`config.mk`:
```
export PLATFORM = sky130hd
export DESIGN_NAME = stg0ia
export DESIGN_NICKNAME = d
export VERILOG_FILES = /design/src/rtl/stg0ia_pkg.sv /design/src/rtl/stg0ia_cnt.sv /design/src/rtl/stg0ia.sv
export SDC_FILE = /design/constraint.sdc
export NUM_CORES = 1
export LEC_CHECK = 0
export CAP_MARGIN = 15
export CELL_PAD_IN_SITES_DETAIL_PLACEMENT = 0
export CELL_PAD_IN_SITES_GLOBAL_PLACEMENT = 1
export CORE_MARGIN = 1.5
export CORE_UTILIZATION = 39
export DETAILED_ROUTE_END_ITERATION = 8
export GPL_TIMING_DRIVEN = 0
export PLACE_DENSITY = 0.94
export SLEW_MARGIN = 10
export SYNTH_ARGS = -nofsm -noshare
export SYNTH_HDL_FRONTEND = slang
export SYNTH_SLANG_ARGS = --single-unit
```
`constraint.sdc`:
```
create_clock -name iw_clk -period 3.2 [get_ports iw_clk]
set_clock_uncertainty 0.2 [all_clocks]
set_input_delay 0.96 -clock iw_clk [delete_from_list [all_inputs] [get_ports iw_clk]]
set_output_delay 0.96 -clock iw_clk [all_outputs]
set_load 0.01 [all_outputs]
```
`src/rtl/stg0ia_pkg.sv`:
```
// Shared sizes, state encodings and PC helper for the instruction-address stage.
package stg0ia_pkg;

  localparam int unsigned SIZE_ADDR = 32;
  localparam int unsigned HBIT_ADDR = SIZE_ADDR - 1;
  localparam int unsigned CNT_W     = 4;

  typedef logic [HBIT_ADDR:0] addr_t;
  typedef logic [CNT_W-1:0]   cnt_t;

  // State encodings are fixed so they read the same in waveforms and debug taps.
  typedef enum logic [1:0] {
    S_BOOT   = 2'd0,
    S_RUN    = 2'd1,
    S_BUBBLE = 2'd2,
    S_HALT   = 2'd3
  } state_e;

  // Word-addressed sequential advance; all-ones wraps silently to zero.
  function automatic addr_t pc_inc(input addr_t pc);
    return pc + addr_t'(1);
  endfunction

endpackage

```
`src/rtl/stg0ia_cnt.sv`:
```
// Loadable down-counter with enable and an "equals one" flag, shared by BOOT and BUBBLE.
module stg0ia_cnt
  import stg0ia_pkg::*;
#(
  parameter cnt_t RESET_VAL = cnt_t'(2)
) (
  input  logic iw_clk,
  input  logic iw_rst,
  input  logic iw_load,
  input  cnt_t iw_load_val,
  input  logic iw_en,
  output logic ow_one_c
);

  cnt_t cnt_q;
  cnt_t cnt_d;

  // Load wins over decrement; decrement saturates at zero.
  always_comb begin
    cnt_d = cnt_q;
    if (iw_load) begin
      cnt_d = iw_load_val;
    end else if (iw_en && (cnt_q != cnt_t'(0))) begin
      cnt_d = cnt_q - cnt_t'(1);
    end
  end

  // Counter register, reloaded with the boot delay on reset.
  always_ff @(posedge iw_clk or posedge iw_rst) begin
    if (iw_rst) begin
      cnt_q <= RESET_VAL;
    end else begin
      cnt_q <= cnt_d;
    end
  end

  assign ow_one_c = (cnt_q == cnt_t'(1));

endmodule

```
`src/rtl/stg0ia.sv`:
```
// Instruction-address stage: owns the PC and decides each cycle whether the fetch is valid.
module stg0ia
  import stg0ia_pkg::*;
#(
  parameter addr_t       RESET_PC       = '0,
  parameter int unsigned BOOT_DELAY     = 2,
  parameter int unsigned BRANCH_BUBBLES = 1
) (
  input  logic              iw_clk,
  input  logic              iw_rst,
  input  logic              iw_stall,
  input  logic              iw_branch_taken,
  input  logic [HBIT_ADDR:0] iw_branch_pc,
  input  logic              iw_halt,
  input  logic              iw_resume,
  output logic [HBIT_ADDR:0] ow_pc,
  output logic              ow_ia_valid,
  output logic              ow_halted
);

  state_e state_q, state_d;
  addr_t  pc_q, pc_d;
  logic   valid_q, valid_d;
  logic   halted_q, halted_d;

  logic   cnt_load;
  logic   cnt_en;
  logic   cnt_one;

  // Boot delay and branch bubbles share one counter; reset preloads the boot delay.
  stg0ia_cnt #(
    .RESET_VAL(cnt_t'(BOOT_DELAY))
  ) u_cnt (
    .iw_clk     (iw_clk),
    .iw_rst     (iw_rst),
    .iw_load    (cnt_load),
    .iw_load_val(cnt_t'(BRANCH_BUBBLES)),
    .iw_en      (cnt_en),
    .ow_one_c   (cnt_one)
  );

  // Next-state, next-PC and next-output decode; priority is branch/halt > stall > advance.
  always_comb begin
    state_d  = state_q;
    pc_d     = pc_q;
    valid_d  = valid_q;
    halted_d = halted_q;
    cnt_load = 1'b0;
    cnt_en   = 1'b0;

    case (state_q)
      S_BOOT: begin
        valid_d = 1'b0;
        cnt_en  = 1'b1;
        if (cnt_one) begin
          state_d = S_RUN;
          valid_d = 1'b1;
        end
      end

      S_RUN: begin
        if (iw_halt) begin
          state_d  = S_HALT;
          valid_d  = 1'b0;
          halted_d = 1'b1;
          if (iw_branch_taken) begin
            pc_d = iw_branch_pc;
          end else if (!iw_stall) begin
            pc_d = pc_inc(pc_q);
          end
        end else if (iw_branch_taken) begin
          pc_d = iw_branch_pc;
          if (BRANCH_BUBBLES == 0) begin
            valid_d = 1'b1;
          end else begin
            valid_d  = 1'b0;
            cnt_load = 1'b1;
            state_d  = S_BUBBLE;
          end
        end else if (!iw_stall) begin
          pc_d = pc_inc(pc_q);
        end
      end

      S_BUBBLE: begin
        valid_d = 1'b0;
        if (iw_halt) begin
          state_d  = S_HALT;
          halted_d = 1'b1;
          if (iw_branch_taken) begin
            pc_d = iw_branch_pc;
          end
        end else if (iw_branch_taken) begin
          pc_d     = iw_branch_pc;
          cnt_load = 1'b1;
        end else if (!iw_stall) begin
          if (cnt_one) begin
            state_d = S_RUN;
            valid_d = 1'b1;
          end else begin
            cnt_en = 1'b1;
          end
        end
      end

      S_HALT: begin
        valid_d = 1'b0;
        if (iw_branch_taken) begin
          pc_d = iw_branch_pc;
        end
        if (iw_resume) begin
          state_d  = S_RUN;
          valid_d  = 1'b1;
          halted_d = 1'b0;
        end
      end

      default: begin
        state_d  = S_BOOT;
        valid_d  = 1'b0;
        halted_d = 1'b0;
      end
    endcase
  end

  // State, PC and output registers.
  always_ff @(posedge iw_clk or posedge iw_rst) begin
    if (iw_rst) begin
      state_q  <= S_BOOT;
      pc_q     <= RESET_PC;
      valid_q  <= 1'b0;
      halted_q <= 1'b0;
    end else begin
      state_q  <= state_d;
      pc_q     <= pc_d;
      valid_q  <= valid_d;
      halted_q <= halted_d;
    end
  end

  assign ow_pc       = pc_q;
  assign ow_ia_valid = valid_q;
  assign ow_halted   = halted_q;

endmodule

```
==> flow_summary.json, run 1 <==
{
  "status": "complete, no violations",
  "relSlewSlack_pct": 62.1,
  "leakage_nw": 1.44,
  "portBuffers": 70,
  "worst_slew_pin_slew_ns": 0.568,
  "fin_nets": 428,
  "drtPass1Iterations": 6,
  "min_path_cells": 2,
  "clk_root_buffer_cell": "clkbuf_8",
  "antenna_found_initial": 0,
  "dr_wl_met3_um": 579,
  "row_count": 30,
  "ys_seq_area_share_pct": 37.4,
  "clk_path_buf_depth": 2,
  "max-vdd-ir-drop_mv": 0.403,
  "power.share.clock_pct": 12.5,
  "maxSlewViolCount": 0,
  "synth.ff_latch_count": 40,
  "vias": 2823,
  "instances_no_fill": 464,
  "grt_pass1_vias": 2662,
  "crit-reg2reg-launch": "state_q[0]",
  "htreeDepth": 2,
  "cts_buffers": 5,
  "pin_count": 72,
  "synth_edf_count": 0,
  "seqPwrFrac_pct": 30.3,
  "drtIter0Drc": 247,
  "die_y_um": 85.9,
  "netlist_area_um2": 2680,
  "grt_max_degree": 27,
  "max_cap_viol_count": 0,
  "syn_inst": 305,
  "highest_layer": "met4",
  "holdBufCountCts": 0,
  "ys.flop_type": "dfrtp_1",
  "arrival_ns": 2.88,
  "worstRegToRegCells": 8,
  "post-route-util_pct": 54.0,
  "combinationalPowerShare_pct": 57.2,
  "ys_top_cells_by_area": "dfrtp_1 (36%), a21oi_1 (7.1%), ha_1 (3.3%)",
  "wl_per_cell_um": 17.6,
  "cts_resized": 0,
  "switching_share_pct": 44.8,
  "finalSetupViolations": 0,
  "synth.avg_cell_area_um2": 8.78,
  "min_period_over_period_pct": 91.2,
  "hold_ws_ns": 0.300,
  "place.gp.congestion": 0.797,
  "power_mw": 3.64,
  "drive_gt1_share_pct": 9.90,
  "insertion_delay_ns": 0.29,
  "min_to": "u_cnt.cnt_q[1]",
  "max_freq_ghz": 0.343,
  "internal_power_mw": 2.01,
  "cp-end-kind": "flip-flop",
  "detail-route-antenna-nets": 0,
  "die_x_um": 85.9,
  "yosysWarnings": 0,
  "cts.reportedPaths.clkPinSlew_ns": 0.08,
  "period_needed_ns": 2.92,
  "yosysTopAreaCell": "dfrtp_1",
  "antenna_cells": 0,
  "start_util_pct": 39.9,
  "synth_top_area_share_pct": 36.4,
  "clock_sinks": 40,
  "syn_nets": 350,
  "worst_ep_required_time_ns": 3.17,
  "hp-class": "reg2reg",
  "rsz0062_at_grt": "false",
  "grt_pass1_wl_um": 13400,
  "setup.worst_path.start_class": "primary input",
  "drc": 0,
  "dp_hpwl_um": 5910,
  "track_usage_pct": 22.8,
  "wirelength_um": 8140,
  "routed_via_density": 6.08,
  "grt_overflow": 0,
  "dieArea_um2": 7370,
  "cp_max_fo": 10,
  "post_cts_buffers": 0,
  "p_switching_mw": 1.63,
  "ys_types": 62,
  "rr_endpoint": "ow_pc[13]",
  "drt-met1-wl_um": 3670,
  "place_inst": 456,
  "area_delta_synth_final_pct": 35.6,
  "met2_length_um": 3810,
  "ys_async_sr_fraction_pct": 100,
  "worstSetupPathType": "in2reg",
  "rrSetupSlack_ns": 0.64,
  "design.core.area_um2": 6720,
  "power_density_nw_per_um2": 1000,
  "hold_path_startpoint": "u_cnt.cnt_q[1]",
  "cts_tree": "done",
  "hold_viol": 0
}
## cell usage after synthesis, types with 3 or more instances
master,count
and3_1,4
nor2_1,21
o211ai_1,3
buf_4,3
a31oi_1,3
o21ai_0,17
o2bb2ai_1,3
o22a_1,3
a2bb2oi_1,5
nand2_1,20
nor3_1,6
buf_2,8
a21oi_1,38
nand4_1,6
o31ai_1,4
ha_1,7
dfrtp_1,39
nand3_1,17
o32ai_1,4
inv_1,13
o22ai_1,8
a211oi_1,3
and4_1,4
clkbuf_1,8
a41o_1,4
a32oi_1,3
or3_1,3
## worst max path at each step
stage                               start        end  slack, ns  cells past startpoint
after floorplan           iw_branch_taken  ow_pc[10]       0.83                      6
after global placement    iw_branch_taken   ow_pc[8]      -0.09                      6
after detailed placement  iw_branch_taken  ow_pc[13]      -0.18                      6
after CTS                 iw_branch_taken  ow_pc[13]       0.11                      6
after global routing      iw_branch_taken  ow_pc[13]       0.18                      6
final                     iw_branch_taken  ow_pc[13]       0.28                      6
## metrics by stage
| step | setup TNS, ns | area, um2 | setup WS, ns |
|---|---|---|---|
| 5_1_grt | 0 | 3630 | 0.181 |
| 6_report | 0 | 3630 | 0.281 |
| 2_1_floorplan | 0 | 2680 | 0.832 |
| 3_5_place_dp | -1.54 | 3500 | -0.180 |
| 4_1_cts | 0 | 3620 | 0.105 |
| 3_3_place_gp | -0.876 | 3480 | -0.0916 |
## metal layers
layer	GRT usage (%)	vias to the layer above
met5	0	-
met4	5.72	0
met3	3.95	7
met2	35.9	134
met1	32.6	1363
li1	-	1319
## power by group through the flow
stage | combinational [mW] | sequential (mW) | clock, mW
finish | 2.08 | 1.10 | 0.456
CTS | 2.07 | 1.10 | 0.463
detailed placement | 2.06 | 1.10 | 0
global route | 2.29 | 1.14 | 0.483
floorplan | 1.17 | 1.13 | 0
global placement | 2.02 | 1.09 | 0
## layout make-up
class | count | area [um2]
fillers | 634 | 3090
multi-input cells | 230 | 1510
flip-flops and latches | 40 | 1000
repair buffers | 71 | 721
plain buffers | 21 | 115
well taps | 80 | 100
clock buffers | 7 | 96.3
inverters | 14 | 52.6
clock inverters | 1 | 30.0
## flip-flops by register name (all words and copies together), names as in the netlist
name,count
ow_ia_valid,1
state_q,2
u_cnt.cnt_q,4
ow_halted,1
ow_pc,32
## critical path, stage by stage
cell and delay [ns]:
clkdlybuf4s50_1 0.52, clkbuf_1 0.39, o21a_1 0.31, buf_2 0.28
buf_2 0.30, a2bb2oi_1 0.11
## cells in the final DEF (no fill, tap or decap), types with 4 or more instances in the layout
cell type and instances:
clkdlybuf4s50_1 70, dfrtp_1 39, a21oi_1 38, nor2_1 21, nand2_1 20, nand3_1 17, o21ai_0 17, inv_1 12
clkbuf_1 8, buf_2 8, o22ai_1 8, ha_1 7, clkbuf_8 7, nand4_1 6, a2bb2oi_1 5, nor3_1 5
o32ai_1 4, and4_1 4, o31ai_1 4, a41o_1 4, and3_1 4
## cell families after synthesis
| group | share of synthesized area, % |
|---|---|
| and+or+nand+nor | 22.2 |
| DFF | 37.4 |
| AOI/OAI and AO/OA | 29.1 |
| adders and majority gates | 3.27 |
| xor gates and xnor gates | 0.981 |
| buffers and inverters | 6.26 |
| muxes | 0.748 |
Power figures use the tool's default switching activity.
==> run 2, diff against run 1 <==
CORE_MARGIN = unset   (was 1.5)
==> run 2 against run 1 <==
The run now ends with design-rule violations left; die area down 2.3%; register-to-register slack lost 0.03 ns; non-clock buffer count is the same; worst setup slack better by 0.064 ns; combinational power hardly changed; routed wire length down 1.8%; via count is 0.78% lower; final area down 0.93%; critical endpoint is now ow_pc[5].
==> flow_summary.json, run 2 (synthesized netlist as in run 1, its figures left out) <==
{
  "period_needed_ns": 2.86,
  "arrival_ns": 2.87,
  "seqPwrFrac_pct": 31.0,
  "largest_reg_flops": 32,
  "detail-route-antenna-nets": 0,
  "layout.cells.most_common_list": "clkdlybuf4s50_1 (70), dfrtp_1 (39), a21oi_1 (38)",
  "die_y_um": 84.9,
  "final_common_cell": "clkdlybuf4s50_1",
  "dieArea_um2": 7200,
  "worst_slew_pin_slew_ns": 0.516,
  "combinationalPowerShare_pct": 58.5,
  "die_x_um": 84.9,
  "wl_per_cell_um": 17.4,
  "hp-class": "reg2reg",
  "drtIter0Drc": 203,
  "insertion_delay_ns": 0.29,
  "routed_via_density": 6.09,
  "cts_tree": "done",
  "place.gp.congestion": 0.859,
  "fin_nets": 428,
  "hold_viol": 0,
  "drtPass1Iterations": 7,
  "internal_power_mw": 1.93,
  "finalSetupViolations": 0,
  "maxSlewViolCount": 0,
  "drc": 1,
  "rsz0062_at_grt": "false",
  "min_period_over_period_pct": 89.2,
  "pin_count": 72,
  "grt_overflow": 0,
  "design.core.area_um2": 6490,
  "grt_pass1_wl_um": 13000,
  "cp-end-kind": "flip-flop",
  "antenna_found_initial": 0,
  "portBuffers": 70,
  "rrSetupSlack_ns": 0.61,
  "cp_max_fo": 10,
  "relSlewSlack_pct": 65.3,
  "power_density_nw_per_um2": 985,
  "post_cts_buffers": 0,
  "start_util_pct": 41.2,
  "grt_max_degree": 28,
  "row_count": 29,
  "violations": "design-rule violations",
  "cts_buffers": 5,
  "clock_sinks": 40,
  "num-fill-cells": 591,
  "worstSetupPathType": "in2reg",
  "dp_hpwl_um": 5870,
  "final_area_um2": 3600,
  "antenna_cells": 0,
  "power.share.clock_pct": 10.5,
  "area_delta_synth_final_pct": 34.3,
  "leakage_nw": 1.43,
  "holdBufCountCts": 0,
  "vias": 2801,
  "status": "complete, but fails checks",
  "wirelength_um": 8000,
  "worst_ep_required_time_ns": 3.22,
  "hold_ws_ns": 0.280,
  "max-vdd-ir-drop_mv": 0.482,
  "grt_pass1_vias": 2577,
  "post_dp_cell_area_um2": 3490,
  "htreeDepth": 2,
  "p_switching_mw": 1.62,
  "clk_path_buf_depth": 2,
  "clk_root_buffer_cell": "clkbuf_8",
  "max_freq_ghz": 0.350,
  "max_cap_viol_count": 0,
  "track_usage_pct": 22.7,
  "cts.reportedPaths.clkPinSlew_ns": 0.08,
  "setup.worst_path.start_class": "primary input",
  "drive_gt1_share_pct": 9.66,
  "switching_share_pct": 45.6
}
## run 2: cell types whose count changed in the layout (fill, tap and decap cells not counted)
| cell | delta |
|---|---|
| bufinv_16 | -1 |
## run 2: cell type report
cell class	instances	area [um2]	share of cell area [%]
Buffer	21	115	3.20
Clock buffer	7	96.3	2.68
Inverter	14	52.6	1.46
Multi-Input combinational cell	230	1510	42.1
Sequential cell	40	1000	27.9
Tap cell	77	96.3	2.68
Timing Repair Buffer	71	721	20.0
## run 2: repair_timing
item | 4_1_cts | 5_1_grt
gates resized for setup | 0 | 1
endpoints found under the setup margin | 0 | 1
endpoints found under the hold margin | 0 | 0
## run 2: final timing paths
check / from / end / cells after the start
setup / recovery: iw_branch_taken / ow_pc[5] / 6
hold / removal: u_cnt.cnt_q[1] / u_cnt.cnt_q[1] / 2
setup reg to reg: state_q[0] / ow_pc[18] / 8
hold reg to reg: u_cnt.cnt_q[1] / u_cnt.cnt_q[1] / 2
max in group asynchronous: iw_rst / state_q[0] / 3
min in group asynchronous: iw_rst / ow_pc[19] / 2
## run 2: critical path: stages
cell and delay (ns):
clkdlybuf4s50_1 0.46, clkbuf_1 0.25, nor3_2 0.38, clkbuf_1 0.45
o21ai_0 0.20, a21oi_1 0.18
## run 2: stage by stage
step                      TNS [ns]  setup WS [ns]  util, %  total power, mW  cells
after floorplan                  0          0.832        -             2.30    305
after global placement      -0.930         -0.147     53.5             3.10    452
final                            0          0.344     55.4             3.54    460
after global routing             0          0.208     55.4             3.81    460
after CTS                        0          0.127     55.3             3.54    460
after detailed placement     -1.18         -0.169     53.8             3.16    453
## run 2: metal layers
metal  track usage, %  share of wire (%)  wire, um  vias up
met5                0                  0         0        -
met4             7.24                1.2        93        0
li1                 -                  -         -     1320
met1             32.2                 46      3700     1374
met3             3.21                5.3       426        8
met2             36.1                 47      3770       99
## run 2: power groups by stage
stage	Combinational (mW)	Clock [mW]	Sequential, mW
CTS	2.07	0.379	1.09
global placement	2.01	0	1.09
floorplan	1.17	0	1.13
detailed placement	2.06	0	1.10
finish	2.07	0.372	1.10
global route	2.27	0.396	1.14
